--- src/rtl/pipe_pkg.sv ---
// Shared types and default sizing for the issue hazard scoreboard.
package pipe_pkg;

   localparam int REGI_BITS_DEF    = 4;
   localparam int VECT_BITS_DEF    = 2;
   localparam int MAX_INFLIGHT_DEF = 3;
   localparam int STAT_W_DEF       = 16;

   typedef enum logic [1:0] {
      SB_RUN   = 2'd0,
      SB_DRAIN = 2'd1,
      SB_DONE  = 2'd2
   } sb_state_t;

   function automatic int cnt_bits(input int max_inflight);
      return $clog2(max_inflight + 1);
   endfunction

endpackage

--- src/rtl/hazard_scoreboard_pend_counter.sv ---
// Pending-write counter for one register: inc on issue, dec on writeback, flags full/underflow.
// Latency: count updates at the next edge; sat_full_o/busy_o are registered, idle_nxt_o/underflow_o combinational.
module pend_counter
   import pipe_pkg::*;
#(
   parameter int MAX_INFLIGHT = MAX_INFLIGHT_DEF,
   parameter int CNT_W        = cnt_bits(MAX_INFLIGHT_DEF)
) (
   input  logic clk_i,
   input  logic rst_ni,
   input  logic inc_i,
   input  logic dec_i,
   output logic busy_o,
   output logic sat_full_o,
   output logic underflow_o,
   output logic idle_nxt_o
);

   localparam logic [CNT_W-1:0] CNT_ONE = CNT_W'(1);
   localparam logic [CNT_W-1:0] CNT_MAX = CNT_W'(MAX_INFLIGHT);

   logic [CNT_W-1:0] cnt_q, cnt_d;

   // A matching inc/dec pair cancels, so a zero count with both is not an underflow.
   always_comb begin
      cnt_d       = cnt_q;
      underflow_o = 1'b0;
      if (inc_i && !dec_i) begin
         if (cnt_q != CNT_MAX) cnt_d = cnt_q + CNT_ONE;
      end else if (dec_i && !inc_i) begin
         if (cnt_q == '0) underflow_o = 1'b1;
         else             cnt_d = cnt_q - CNT_ONE;
      end
   end

   always_ff @(posedge clk_i or negedge rst_ni) begin
      if (!rst_ni) cnt_q <= '0;
      else         cnt_q <= cnt_d;
   end

   assign busy_o     = (cnt_q != '0);
   assign sat_full_o = (cnt_q == CNT_MAX);
   assign idle_nxt_o = (cnt_d == '0);

endmodule

--- src/rtl/hazard_scoreboard.sv ---
// Issue scoreboard: stalls decode on RAW hazards or full per-register write depth, drains after END.
// Latency: stall_o/issue_o combinational from registered counters; done_o one cycle after drain completes.
module hazard_scoreboard
   import pipe_pkg::*;
#(
   parameter int REGI_BITS    = REGI_BITS_DEF,
   parameter int VECT_BITS    = VECT_BITS_DEF,
   parameter int MAX_INFLIGHT = MAX_INFLIGHT_DEF,
   parameter int STAT_W       = STAT_W_DEF
) (
   input  logic                 clk_i,
   input  logic                 rst_ni,
   input  logic                 iss_valid_i,
   input  logic                 iss_end_i,
   input  logic                 flush_i,
   input  logic [REGI_BITS-1:0] src_int_a_i,
   input  logic [REGI_BITS-1:0] src_int_b_i,
   input  logic                 use_int_a_i,
   input  logic                 use_int_b_i,
   input  logic [VECT_BITS-1:0] src_vec_a_i,
   input  logic [VECT_BITS-1:0] src_vec_b_i,
   input  logic                 use_vec_a_i,
   input  logic                 use_vec_b_i,
   input  logic [REGI_BITS-1:0] dst_int_i,
   input  logic                 wr_int_i,
   input  logic [VECT_BITS-1:0] dst_vec_i,
   input  logic                 wr_vec_i,
   input  logic                 wb_int_we_i,
   input  logic [REGI_BITS-1:0] wb_int_dest_i,
   input  logic                 wb_vec_we_i,
   input  logic [VECT_BITS-1:0] wb_vec_dest_i,
   output logic                 stall_o,
   output logic                 issue_o,
   output logic                 done_o,
   output logic                 err_o,
   output logic [STAT_W-1:0]    stall_cnt_o
);

   localparam int NUM_INT = 2 ** REGI_BITS;
   localparam int NUM_VEC = 2 ** VECT_BITS;
   localparam int CNT_W   = cnt_bits(MAX_INFLIGHT);

   sb_state_t state_q, state_d;
   logic      done_q, done_d;
   logic      err_q, err_d;
   logic [STAT_W-1:0] stall_cnt_q, stall_cnt_d;

   logic [NUM_INT-1:0] int_inc, int_dec, int_busy, int_full, int_unf, int_idle;
   logic [NUM_VEC-1:0] vec_inc, vec_dec, vec_busy, vec_full, vec_unf, vec_idle;

   logic run, raw_hit, waw_full;

   for (genvar i = 0; i < NUM_INT; i++) begin : g_int
      assign int_inc[i] = issue_o & wr_int_i & (dst_int_i == REGI_BITS'(i));
      assign int_dec[i] = wb_int_we_i & (wb_int_dest_i == REGI_BITS'(i));
      pend_counter #(.MAX_INFLIGHT(MAX_INFLIGHT), .CNT_W(CNT_W)) u_cnt (
         .clk_i       (clk_i),
         .rst_ni      (rst_ni),
         .inc_i       (int_inc[i]),
         .dec_i       (int_dec[i]),
         .busy_o      (int_busy[i]),
         .sat_full_o  (int_full[i]),
         .underflow_o (int_unf[i]),
         .idle_nxt_o  (int_idle[i])
      );
   end

   for (genvar i = 0; i < NUM_VEC; i++) begin : g_vec
      assign vec_inc[i] = issue_o & wr_vec_i & (dst_vec_i == VECT_BITS'(i));
      assign vec_dec[i] = wb_vec_we_i & (wb_vec_dest_i == VECT_BITS'(i));
      pend_counter #(.MAX_INFLIGHT(MAX_INFLIGHT), .CNT_W(CNT_W)) u_cnt (
         .clk_i       (clk_i),
         .rst_ni      (rst_ni),
         .inc_i       (vec_inc[i]),
         .dec_i       (vec_dec[i]),
         .busy_o      (vec_busy[i]),
         .sat_full_o  (vec_full[i]),
         .underflow_o (vec_unf[i]),
         .idle_nxt_o  (vec_idle[i])
      );
   end

   // Hazards look only at registered counts; a writeback landing this cycle frees the source next cycle.
   assign run      = (state_q == SB_RUN);
   assign raw_hit  = (use_int_a_i & int_busy[src_int_a_i]) | (use_int_b_i & int_busy[src_int_b_i])
                   | (use_vec_a_i & vec_busy[src_vec_a_i]) | (use_vec_b_i & vec_busy[src_vec_b_i]);
   assign waw_full = (wr_int_i & int_full[dst_int_i]) | (wr_vec_i & vec_full[dst_vec_i]);
   assign stall_o  = iss_valid_i & ~flush_i & (raw_hit | waw_full | ~run);
   assign issue_o  = iss_valid_i & ~flush_i & ~stall_o & run;

   always_comb begin
      state_d = state_q;
      case (state_q)
         SB_RUN:   if (issue_o && iss_end_i) state_d = SB_DRAIN;
         SB_DRAIN: if ((&int_idle) && (&vec_idle)) state_d = SB_DONE;
         default:  state_d = SB_DONE;
      endcase
   end

   always_comb begin
      done_d      = (state_d == SB_DONE);
      err_d       = err_q | (|int_unf) | (|vec_unf);
      stall_cnt_d = stall_cnt_q;
      if (stall_o && (stall_cnt_q != '1)) stall_cnt_d = stall_cnt_q + STAT_W'(1);
   end

   always_ff @(posedge clk_i or negedge rst_ni) begin
      if (!rst_ni) begin
         state_q     <= SB_RUN;
         done_q      <= 1'b0;
         err_q       <= 1'b0;
         stall_cnt_q <= '0;
      end else begin
         state_q     <= state_d;
         done_q      <= done_d;
         err_q       <= err_d;
         stall_cnt_q <= stall_cnt_d;
      end
   end

   assign done_o      = done_q;
   assign err_o       = err_q;
   assign stall_cnt_o = stall_cnt_q;

endmodule

--- config.mk ---
export PLATFORM = sky130hd
export DESIGN_NAME = hazard_scoreboard
export DESIGN_NICKNAME = d
export VERILOG_FILES = /design/src/rtl/pipe_pkg.sv /design/src/rtl/hazard_scoreboard_pend_counter.sv /design/src/rtl/hazard_scoreboard.sv
export SDC_FILE = /design/constraint.sdc
export NUM_CORES = 1
export LEC_CHECK = 0
export ABC_AREA = 1
export ABC_CLOCK_PERIOD_IN_PS = 3390
export CORE_MARGIN = 1
export CORE_UTILIZATION = 50
export DETAILED_ROUTE_END_ITERATION = 16
export PLACE_DENSITY = 0.72
export SLEW_MARGIN = 5
export SYNTH_ARGS = -nofsm -noshare
export SYNTH_HDL_FRONTEND = slang
export SYNTH_SLANG_ARGS = --single-unit
export TNS_END_PERCENT = 30
--- constraint.sdc ---
create_clock -name clk_i -period 3.39 [get_ports clk_i]
set_clock_uncertainty 0.2 [all_clocks]
set_input_delay 0.678 -clock clk_i [delete_from_list [all_inputs] [get_ports clk_i]]
set_output_delay 0.678 -clock clk_i [all_outputs]
set_load 0.01 [all_outputs]
## After elaboration in Yosys (flattened, before gate mapping)

Index checks and enable logic that the tools add are counted.

| word-level totals | value |
|---|---|
| logic and storage cells | 520 |
| memories kept | 0 |
| ROM bits | 0 |
| register bits | 60 |
| output and inout bits | 20 |
| memory bits (writable) | 0 |
| bits of input ports | 37 |
| bits in latches | 0 |

| operators by class | value |
|---|---|
| divide/modulo/power cells | 0 |
| multipliers | 0 |
| muxes and demuxes | 155 |
| equality and inequality tests | 79 |
| bitwise operators | 63 |
| shift operators | 0 |
| $lt $le $gt $ge | 6 |
| add/sub/neg operators | 41 |
| reduce and logical (&&, ||, !) cells | 152 |

Operators by type and width:

| operator | number |
|---|---|
| two-way mux 2 bit | 82 |
| logical NOT 2 bit | 43 |
| two-way mux 1 bit | 66 |
| equality test 4 bit, second input constant | 16 |
| bitwise AND 1 bit | 52 |
| equality test 2 bit, second input constant | 25 |
| logical AND 1 bit | 43 |
| adder 2 x 1 -> 2 bit, second input constant | 20 |
| logical NOT 1 bit | 40 |
| != test 2 bit, second input constant | 20 |
| nonzero test 2 bit | 20 |
| subtractor 2 x 1 -> 2 bit, second input constant | 20 |
| equality test 4 x 3 -> 1 bit, second input constant | 8 |
| adder 16 x 1 -> 16 bit, second input constant | 1 |
| equality test 4 x 2 -> 1 bit, second input constant | 4 |
| != test 16 bit, second input constant | 1 |
| AND reduction 16 bit | 1 |
| OR reduction 16 bit | 1 |
| less-than comparator 4 x 5 -> 1 bit, second input constant | 3 |
| binary-select mux 1 bit (select 4 bit) | 3 |
| less-than comparator 2 x 3 -> 1 bit, second input constant | 3 |
| equality test 4 x 1 -> 1 bit, second input constant | 2 |
| logical NOT 4 bit | 2 |
| bitwise OR 1 bit | 8 |
| 6 further kinds | 12 |

## Longest topological paths before layout

Gate-level depths: netlist of run 1.

| logic depth | value |
|---|---|
| depth after elaboration | 25 |
| depth in mapped cells | 26 |
| gate-level depth less buffers | 24 |

## By module

A second synthesis of run 1 with hierarchy kept.

| unflattened totals | value |
|---|---|
| cell total of the unflattened synthesis | 905 |
| area total of the unflattened synthesis | 5,256.3 sq um |

Modules (own cells, without submodules):

| module | cells each | area an instance (sq um) | times used |
|---|---|---|---|
| pend_counter | 25 | 146.4 | 20 |
| hazard_scoreboard | 405 | 2,328.5 | 1 |

## Worst setup path before layout of run 1

OpenSTA, ideal clock, no wires.

| timing | value |
|---|---|
| kind | input port to flip-flop |
| from | in src_int_a_i[0] |
| to | reg stall_cnt_q[15] (netlist: stall_cnt_o[15]) |
| buffers on the path | 1 |
| arrival time | 2,636 ps |
| stages | 17 |
| setup slack | 475 ps |
| setup time | 79 ps |
| path through | buf_2 -> inv_1 -> o21ai_0 -> nand3_1 -> nand3_1 -> nand3_1 -> nand3_1 -> nand3_4 -> nand2_1 -> inv_1 -> nand3_1 -> nor2_1 -> nand3_1 -> nor2_1 -> nand3_1 -> nor2_1 -> xor2_1 |

| on the way | value |
|---|---|
| cells in the longest elaborated chain, start to end | 10 |

RTL lines:

| item | line | source |
|---|---|---|
| start, declared | hazard_scoreboard.sv:16 | `input logic [REGI_BITS-1:0] src_int_a_i,` |
| binary-select mux 1 bit (select 4 bit) | hazard_scoreboard.sv:85 | `assign raw_hit = (use_int_a_i & int_busy[src_int_a_i]) \| (use_int_b_i & int_busy[src_int_b_i])` |
| two-way mux 1 bit (not written as such) | hazard_scoreboard.sv:85 |  |
| bitwise AND 1 bit | hazard_scoreboard.sv:85 |  |
| bitwise OR 1 bit | hazard_scoreboard.sv:85 |  |
| bitwise OR 1 bit (2 in series) | hazard_scoreboard.sv:86 | `\| (use_vec_a_i & vec_busy[src_vec_a_i]) \| (use_vec_b_i & vec_busy[src_vec_b_i]);` |
| bitwise OR 1 bit (2 in series) | hazard_scoreboard.sv:88 | `assign stall_o = iss_valid_i & ~flush_i & (raw_hit \| waw_full \| ~run);` |
| bitwise AND 1 bit | hazard_scoreboard.sv:88 |  |
| named net stall_o | hazard_scoreboard.sv:32 | `output logic stall_o,` |
| logical AND 1 bit | hazard_scoreboard.sv:104 | `if (stall_o && (stall_cnt_q != '1)) stall_cnt_d = stall_cnt_q + STAT_W'(1);` |
| end signal, assigned | hazard_scoreboard.sv:117 | `stall_cnt_q <= stall_cnt_d;` |
| end, declared | hazard_scoreboard.sv:46 | `logic [STAT_W-1:0] stall_cnt_q, stall_cnt_d;` |

The timed path passes the listed nets, and every way through them passes these cells. The select of a mux whose other input is x is not followed.
A chain may end at the register's enable or synchronous reset.

## Worst setup path in the final report of run 1

| timing | value |
|---|---|
| from | in src_vec_b_i[1] |
| to | reg err_q (netlist: err_o) |

| on the way | value |
|---|---|
| cells in the longest elaborated chain, start to end | 19 |
| elaborated cells between the ends (all ways) | 136 |
| those cells by class | mux: 42; bitwise: 32; reduce/logical: 62 |

RTL lines:

| item | line | source |
|---|---|---|
| start, declared | hazard_scoreboard.sv:21 | `input logic [VECT_BITS-1:0] src_vec_b_i,` |
| binary-select mux 1 bit (select 2 bit) (*) | hazard_scoreboard.sv:86 |  |
| two-way mux 1 bit (not written as such) (*) | hazard_scoreboard.sv:86 |  |
| bitwise AND 1 bit (*) | hazard_scoreboard.sv:86 |  |
| bitwise OR 1 bit (*) | hazard_scoreboard.sv:86 |  |
| bitwise OR 1 bit (*) (2 in series) | hazard_scoreboard.sv:88 |  |
| bitwise AND 1 bit (*) | hazard_scoreboard.sv:88 |  |
| NOT 1 bit (*) | hazard_scoreboard.sv:89 | `assign issue_o = iss_valid_i & ~flush_i & ~stall_o & run;` |
| bitwise AND 1 bit (*) (2 in series) | hazard_scoreboard.sv:89 |  |
| bitwise AND 1 bit (2 in series) | hazard_scoreboard.sv:54 | `assign int_inc[i] = issue_o & wr_int_i & (dst_int_i == REGI_BITS'(i));` |
| logical NOT 1 bit | hazard_scoreboard_pend_counter.sv:30 | `end else if (dec_i && !inc_i) begin` |
| logical AND 1 bit | hazard_scoreboard_pend_counter.sv:30 |  |
| two-way mux 1 bit | hazard_scoreboard_pend_counter.sv:30 |  |
| two-way mux 1 bit | hazard_scoreboard_pend_counter.sv:28 | `if (inc_i && !dec_i) begin` |
| OR reduction 16 bit | hazard_scoreboard.sv:102 | `err_d = err_q \| (\|int_unf) \| (\|vec_unf);` |
| bitwise OR 1 bit | hazard_scoreboard.sv:102 |  |
| bitwise OR 1 bit (*) | hazard_scoreboard.sv:102 |  |
| named net err_d | hazard_scoreboard.sv:45 | `logic err_q, err_d;` |
| end signal, assigned | hazard_scoreboard.sv:116 | `err_q <= err_d;` |
| end, declared | hazard_scoreboard.sv:45 |  |

Mark *: on every way through the listed nets, which the timed path passes. The rest lies on a longest branch. The select of a mux whose other input is x is not followed.

==> results.md, run 1 <==
* Result of the run: completed
* Clock buffers created by TritonCTS at 9
* Routed wire length per instance at 14.8 µm
* IO Count at 57
* Smallest hold slack at between 0.15 and 0.2 ns
* Critical path's top delay family: simple AND/OR/NAND/NOR gates
* Effective utilization at floorplan at 52.0%
* Least-Margin Pin Slew at ~0.76 ns
* Largest net degree at the start of global routing at 34
* Syn_nets at roughly 830
* Die height at 100 µm
* HPWL Detailed at 12300 µm
* Top cells by area in the synthesized netlist: sky130_fd_sc_hd__dfrtp_1 31%, sky130_fd_sc_hd__nand2_1 21%, sky130_fd_sc_hd__nand3_1 11%
* Remaining routing DRC violations at 0
* Antenna diodes at 0
* Max-Cap Viols at 0
* Layout cell share with drive strength beyond 1 at 15.6%
* Sequential cell fraction of total power at 41.6%
* Internal power contribution at 1.32 mW
* Number of hold violations in the final report at 0
* Net switching power at 0.649 mW
* Overall track demand over capacity in global routing at roughly 33%
* Max-slew violation total from the final report at 0
* Count of fill cells added during filler insertion at 884
* Cell types with the highest counts after synthesis: 271 x sky130_fd_sc_hd__nand2_1, 125 x sky130_fd_sc_hd__inv_1, 104 x sky130_fd_sc_hd__nand3_1
* Clock tree from TritonCTS: yes
* Cell at the slowest stage of the critical path: sky130_fd_sc_hd__nor4_2
* Cell taking the most area after synthesis: sky130_fd_sc_hd__dfrtp_1
* Remaining global-route overflow at 0
* Routed wire length at 15600 µm
* Post-DP Area at 6000 µm²
* Crit Reg-Reg Startpoint: g_int[8].u_cnt.cnt_q[0]
* Worst setup path startpoint: src_vec_b_i[1]
* Highest net fanout along the worst path at 10
* Number of library cell types mapped by synthesis at 32
* Overall power consumption at 1.97 mW
* Sinks on Clock Net at 60
* Crit path buffers/inverters at 4
* Vias at 5604
* Vias per cell at 5.33
* First-pass GRT wire length at 25200 µm
* Highest metal layer with signal wires: met4
* Most frequent cell after synthesis: sky130_fd_sc_hd__nand2_1
* Design area at 6340 µm²
* Worst supply voltage drop on vdd at between 0.4 and 0.5 mV
* EDFF count, synth at 0
* Count of standard-cell rows at 35
* Setup crit end kind: flip-flop
* Initial DRC count at 344
* Detailed-routed wire length on met2 at 7420 µm
* Type of the tightest min-delay check: input port to asynchronous set/reset pin
* Maximum number of buffers from clock root to sink at 2
* Cells after synthesis at 789
* Die width at 100 µm
* Worst relative slew slack at 49.3%
* Gpl congestion at 1.02
* Fraction of power spent switching nets at 33.0%
* Buffer type at the clock tree root: sky130_fd_sc_hd__clkbuf_8
* WS Path Type: input port to flip-flop
* Cell Chain, Critical Path: clkdlybuf4s50_1 > a21oi_1 > nand2_1 > nand3_1 > nand3_2 > nor2_4 > nand3_4 > buf_4 > nor3_4 > buf_12 > nand2_1 > nand3_2 > o21ai_0 > nor4_2 > buf_4 > nand4_1
* Fraction of synthesized cell area taken by the top area cell type at 31.0%
* Placeable Area at 9330 µm²
* Max H-tree Level at 3
* Seq/Total Area, Yosys at 31.0%
* Number of I/O port buffers at 56
* Total negative slack at 0 ns
* Area Overhead vs Synth at 30.8%
* Wire length on met1 at 6320 µm
* Average cell area after synthesis at ~6 µm²
* Length of routed met3 wiring at 1150 µm
* Count of state elements after synthesis at 60
* Number of hold buffers added after cts at 0
* Die Outline Area at 10100 µm²
* Signal arrival time at the worst endpoint at 3.29 ns
* Drt pass-1 iters at 7
* Clock edge transition at the registers on the reported setup and hold paths at 0.08 ns
* Power per cell area at 310 nW/µm²
* Number of antenna violations at the first check in global routing at 0
* Warning count from the yosys run at 0
* Cell area after synthesis at 4850 µm²
* Number of nets in the final layout at 956
* Critical path launch point type: input port
* Crit path largest cell delay at 0.44 ns
* Final critical path time including I/O delays and setup at 3.27 ns
* Endpoints failing setup at 0
* Ratio of final minimum period to clock period at 96.5%
* Required arrival time at the worst endpoint at around 3.4 ns
* Clk network pwr share at 34.5%
* Number of global-route vias before repair at 5419
* Finished Core Util at 68.0%
* Share of async-settable or async-resettable flops after synthesis at 100%
* Top_reg_cell synth: sky130_fd_sc_hd__dfrtp_1
* Leakage at 3.35 nW
* Remaining number of nets flagged by the antenna check after routing at 0
* Logic gate share of total power at 23.9%
* Maximum clock frequency at slightly above 0.3 GHz
* Clock insertion delay at the later pin of the skew report at around 0.36 ns
[power by group through the flow]
| stage | clock network, mW | registers (mW) | logic, mW |
|---|---|---|---|
| 3_3_place_gp | 0 | 0.828 | 0.451 |
| 6_report | 0.678 | 0.819 | 0.470 |
| 5_1_grt | 0.723 | 0.827 | 0.520 |
| 2_1_floorplan | 0 | 0.835 | 0.217 |
| 3_5_place_dp | 0 | 0.829 | 0.458 |
| 4_1_cts | 0.692 | 0.818 | 0.463 |
[flip-flops by register name, indices dropped and copies added (netlist names)]
| name | count |
|---|---|
| err_o | 1 |
| g_vec.u_cnt.cnt_q | 8 |
| done_o | 1 |
| g_int.u_cnt.cnt_q | 32 |
| state_q | 2 |
| stall_cnt_o | 16 |
[cells in the final DEF (no fill, tap or decap), types with 3 or more instances in the layout]
cell                                n
sky130_fd_sc_hd__a21oi_1            3
sky130_fd_sc_hd__buf_4             63
sky130_fd_sc_hd__buf_6              3
sky130_fd_sc_hd__clkbuf_2           3
sky130_fd_sc_hd__clkbuf_8           9
sky130_fd_sc_hd__clkdlybuf4s50_1   41
sky130_fd_sc_hd__clkinv_4           3
sky130_fd_sc_hd__dfrtp_1           60
sky130_fd_sc_hd__dlymetal6s2s_1     8
sky130_fd_sc_hd__inv_1            124
sky130_fd_sc_hd__inv_2              8
sky130_fd_sc_hd__nand2_1          271
sky130_fd_sc_hd__nand3_1           99
sky130_fd_sc_hd__nand3_2           11
sky130_fd_sc_hd__nand3_4            6
sky130_fd_sc_hd__nand3b_1           5
sky130_fd_sc_hd__nand4_1           26
sky130_fd_sc_hd__nor2_1            91
sky130_fd_sc_hd__nor2_2            14
sky130_fd_sc_hd__nor2_4             7
sky130_fd_sc_hd__nor3_1             8
sky130_fd_sc_hd__o211ai_1           4
sky130_fd_sc_hd__o21ai_0           13
sky130_fd_sc_hd__o21ai_1            3
sky130_fd_sc_hd__xnor2_1            7
sky130_fd_sc_hd__xor2_1             8
[path summary, 6_finish.rpt]
check / endpoint / slack [ns] / depth (start not counted)
max reg2reg: err_o / 0.17 / 17
max: err_o / 0.12 / 16
min in group clk_i: done_o / 0.29 / 2
min: g_int[9].u_cnt.cnt_q[0] / 0.18 / 1
max in group asynchronous: state_q[1] / 2.16 / 2
min reg2reg: done_o / 0.29 / 2
[kinds of logic (layout without fill, tap and decap cells)]
kind of cell	Yosys count	after routing	share of synthesized area, %
compound gates	27	27	3.12
flops	60	60	31.0
fa+ha+maj	1	1	0.258
simple gates	546	546	51.3
buf+inv	139	273	11.4
xor+xnor	15	15	2.71
mux	1	1	0.232
[timing repair]
item,in CTS,in global routing
gates resized for setup,14,36
endpoints found under the setup margin,6,7
pin swaps,3,6
gates cloned,0,1
buffers inserted,0,6
[per-layer routing]
metal / global-route usage (%) / vias up
met4: 15.7 / 0
met3: 5.13 / 54
li1: - / 2744
met1: 39.2 / 2584
met2: 56.6 / 222
met5: 0 / -
[worst register-to-register path, stage by stage (launching register included)]
cell and delay [ns]:
sky130_fd_sc_hd__dfrtp_1 0.45, sky130_fd_sc_hd__nor2_1 0.26, sky130_fd_sc_hd__inv_1 0.14, sky130_fd_sc_hd__nand2_1 0.09, sky130_fd_sc_hd__nand3_1 0.06, sky130_fd_sc_hd__nand3_1 0.08, sky130_fd_sc_hd__nand3_1 0.08, sky130_fd_sc_hd__nand3_2 0.12
sky130_fd_sc_hd__nand3_4 0.11, sky130_fd_sc_hd__buf_4 0.17, sky130_fd_sc_hd__nor3_4 0.15, sky130_fd_sc_hd__buf_12 0.16, sky130_fd_sc_hd__nand2_1 0.09, sky130_fd_sc_hd__nand3_2 0.10, sky130_fd_sc_hd__o21ai_0 0.12, sky130_fd_sc_hd__nor4_2 0.44
sky130_fd_sc_hd__buf_4 0.18, sky130_fd_sc_hd__nand4_1 0.09
[through the flow]
step                      std cells  setup slack (ns)
after CTS                      1045            0.0228
after global routing           1052          -0.00183
after floorplan                 789             0.475
after global placement         1029            -0.652
after detailed placement       1029            -0.625
final                          1052             0.119
[cell type report]
type | count | area [µm²] | share of cell area [%]
clock buffer | 9 | 124 | 1.95
clock inverter | 7 | 75.1 | 1.18
inverter | 132 | 495 | 7.81
multi-input combinational | 590 | 2870 | 45.3
sequential | 60 | 1500 | 23.7
tap | 129 | 161 | 2.54
timing repair buffer | 125 | 1110 | 17.5
(Power assumes the default switching activity.)
==> inputs of run 2 (changes only) <==
--- a/config.mk
+++ b/config.mk
@@ -10,6 +10,7 @@
 export CORE_MARGIN = 1
 export CORE_UTILIZATION = 50
 export DETAILED_ROUTE_END_ITERATION = 16
+export GPL_ROUTABILITY_DRIVEN = 1
 export PLACE_DENSITY = 0.72
 export SLEW_MARGIN = 5
 export SYNTH_ARGS = -nofsm -noshare
==> results of run 2 <==
Final layout, timing and power as in run 1 (identical DEF).
==> inputs of run 3 (changes only) <==
--- a/config.mk
+++ b/config.mk
@@ -11,6 +11,7 @@
 export CORE_UTILIZATION = 50
 export DETAILED_ROUTE_END_ITERATION = 16
 export GPL_ROUTABILITY_DRIVEN = 1
+export HOLD_SLACK_MARGIN = 0.05
 export PLACE_DENSITY = 0.72
 export SLEW_MARGIN = 5
 export SYNTH_ARGS = -nofsm -noshare
==> constraint.sdc (replaced) <==
create_clock -name clk_i -period 3.39 [get_ports clk_i]
set_clock_uncertainty 0.2 [all_clocks]
set_input_delay 0.678 -clock clk_i [delete_from_list [all_inputs] [get_ports clk_i]]
set_output_delay 0.678 -clock clk_i [all_outputs]
set_load 0.05 [all_outputs]
==> run 3 against run 2 <==
- clock power up 3%
- sequential share of layout area increased by 0.24 points
- clock-buffer cell count unchanged
- power increased by 6.2%
==> results.md, run 3 (synthesis results as in run 1) <==
* Result of the run: completed
* HPWL Detailed at roughly 12000 µm
* Most common cell after layout, fill and taps aside: sky130_fd_sc_hd__nand2_1
* First-pass GRT wire length at 24400 µm
* Worst setup timing slack at the placement stage at -0.473 ns
* Highest net fanout along the worst path at 5
* Routed wire length at approximately 15000 µm
* Worst relative slew slack at 47.4%
* Area Overhead vs Synth at 29.5%
* Antenna diodes at 0
* Type of the tightest min-delay check: input port to asynchronous set/reset pin
* Power per cell area at about 330 nW/µm²
* Post-DP Area at 6020 µm²
* Remaining global-route overflow at 0
* Remaining routing DRC violations at 0
* Die width at approximately 100 µm
* Number of antenna violations at the first check in global routing at 0
* Worst supply voltage drop on vdd at 0.410 mV
* Number of hold violations in the final report at 0
* Required arrival time at the worst endpoint at 2.51 ns
* Number of global-route vias before repair at 5119
* Final cell count without fillers at 1048
* Setup crit end kind: output port
* Largest net degree at the start of global routing at 32
* Gpl congestion at 0.953
* Leakage at 3.28 nW
* Count of standard-cell rows at 35
* Placeable Area at 9330 µm²
* Least-Margin Pin Slew at 0.789 ns
* Layout cell share with drive strength beyond 1 at between 10% and 20%
* Clock edge transition at the registers on the reported setup and hold paths at approximately 0.10 ns
* Maximum clock frequency at 0.304 GHz
* Max reg flops at 32
* Vias at ~5500
* Number of hold buffers added after cts at 0
* Vias per cell at 5.22
* Cell Count Post-Placement at around 1000
* WS Path Type: flip-flop to output port
* Sinks on Clock Net at 60
* Register bank with the most flops: g_int.u_cnt.cnt_q
* Number of nets in the final layout at ~950
* Clock buffers created by TritonCTS at 9
* Clock tree from TritonCTS: yes
* IO Count at 57
* Die height at approximately 100 µm
* Total negative slack at 0 ns
* Max H-tree Level at 3
* Maximum number of buffers from clock root to sink at 2
* Max-slew violation total from the final report at 0
* Drt pass-1 iters at 6
* Effective utilization at floorplan at between 50% and 60%
* Critical path launch point type: flip-flop
* Signal arrival time at the worst endpoint at roughly 2.4 ns
* Overall track demand over capacity in global routing at 31.3%
* Number of I/O port buffers at 56
* Final critical path time including I/O delays and setup at 3.29 ns
* Ratio of final minimum period to clock period at 97.1%
* Leading cell types in the layout, fill and taps excluded: 271 x sky130_fd_sc_hd__nand2_1, 125 x sky130_fd_sc_hd__inv_1, 101 x sky130_fd_sc_hd__nand3_1
* Max-Cap Viols at 0
* Clock insertion delay at the later pin of the skew report at 0.37 ns
* Die Outline Area at 10100 µm²
* Initial DRC count at 317
* Remaining number of nets flagged by the antenna check after routing at 0
* Final critical-path setup slack at roughly 0.1 ns
* Buffer type at the clock tree root: sky130_fd_sc_hd__clkbuf_8
* Routed wire length per instance at about 14 µm
* Design area at about 6300 µm²
* Endpoints failing setup at 0
* Overall power consumption at 2.09 mW
run 3: layout make-up:
cell class / instances / area (µm²)
tap: 129 / 161
sequential: 60 / 1500
timing repair buffer: 121 / 1090
multi-input combinational: 590 / 2830
clock inverter: 7 / 75.1
clock buffer: 9 / 124
inverter: 132 / 495
fill: 842 / 3050
run 3: worst paths after layout:
kind	startpoint	to	slack, ns	depth (start not counted)
max	g_int[2].u_cnt.cnt_q[1]	stall_o	0.1	13
min	rst_ni	g_int[0].u_cnt.cnt_q[0]	0.18	1
max reg2reg	g_int[2].u_cnt.cnt_q[1]	err_o	0.15	16
min reg2reg	err_o	err_o	0.30	2
max in group asynchronous	rst_ni	done_o	2.17	2
min in group clk_i	err_o	err_o	0.30	2
run 3: power breakdown:
part / total [mW] / internal (mW) / switching (mW)
combinational: 0.572 / 0.214 / 0.358
sequential: 0.821 / 0.763 / 0.0578
clock: 0.696 / 0.343 / 0.352
run 3: what timing repair did:
action | in CTS | in global routing
setup buffers | 0 | 2
endpoints found under the hold margin | 0 | 0
endpoints found under the setup margin | 6 | 6
pin swaps | 1 | 5
gates resized for setup | 13 | 16
run 3: per-stage QoR:
step	utilization, %	hold slack, ns
2_1_floorplan	-	0.182
3_3_place_gp	64.6	0.277
3_5_place_dp	64.6	0.280
4_1_cts	66.9	0.193
5_1_grt	67.3	0.233
6_report	67.3	0.179
run 3: critical path, cell delays in order, from the launching register on:
cell,delay (ns)
sky130_fd_sc_hd__dfrtp_1,0.42
sky130_fd_sc_hd__nor2_1,0.32
sky130_fd_sc_hd__inv_1,0.17
sky130_fd_sc_hd__nand2_1,0.10
sky130_fd_sc_hd__nand3_1,0.07
sky130_fd_sc_hd__nand3_1,0.08
sky130_fd_sc_hd__nand3_1,0.08
sky130_fd_sc_hd__nand3_1,0.13
sky130_fd_sc_hd__nand3_4,0.12
sky130_fd_sc_hd__buf_4,0.17
sky130_fd_sc_hd__nand2_1,0.06
sky130_fd_sc_hd__inv_1,0.06
sky130_fd_sc_hd__buf_4,0.15
sky130_fd_sc_hd__buf_12,0.14
run 3: per-layer routing:
| layer | wire length [µm] | vias to the layer above | track usage [%] |
|---|---|---|---|
| met3 | 889 | 26 | 4.09 |
| met1 | 6390 | 2518 | 39.0 |
| met4 | 358 | 0 | 12.4 |
| li1 | - | 2732 | - |
| met5 | 0 | - | 0 |
| met2 | 7330 | 198 | 54.8 |
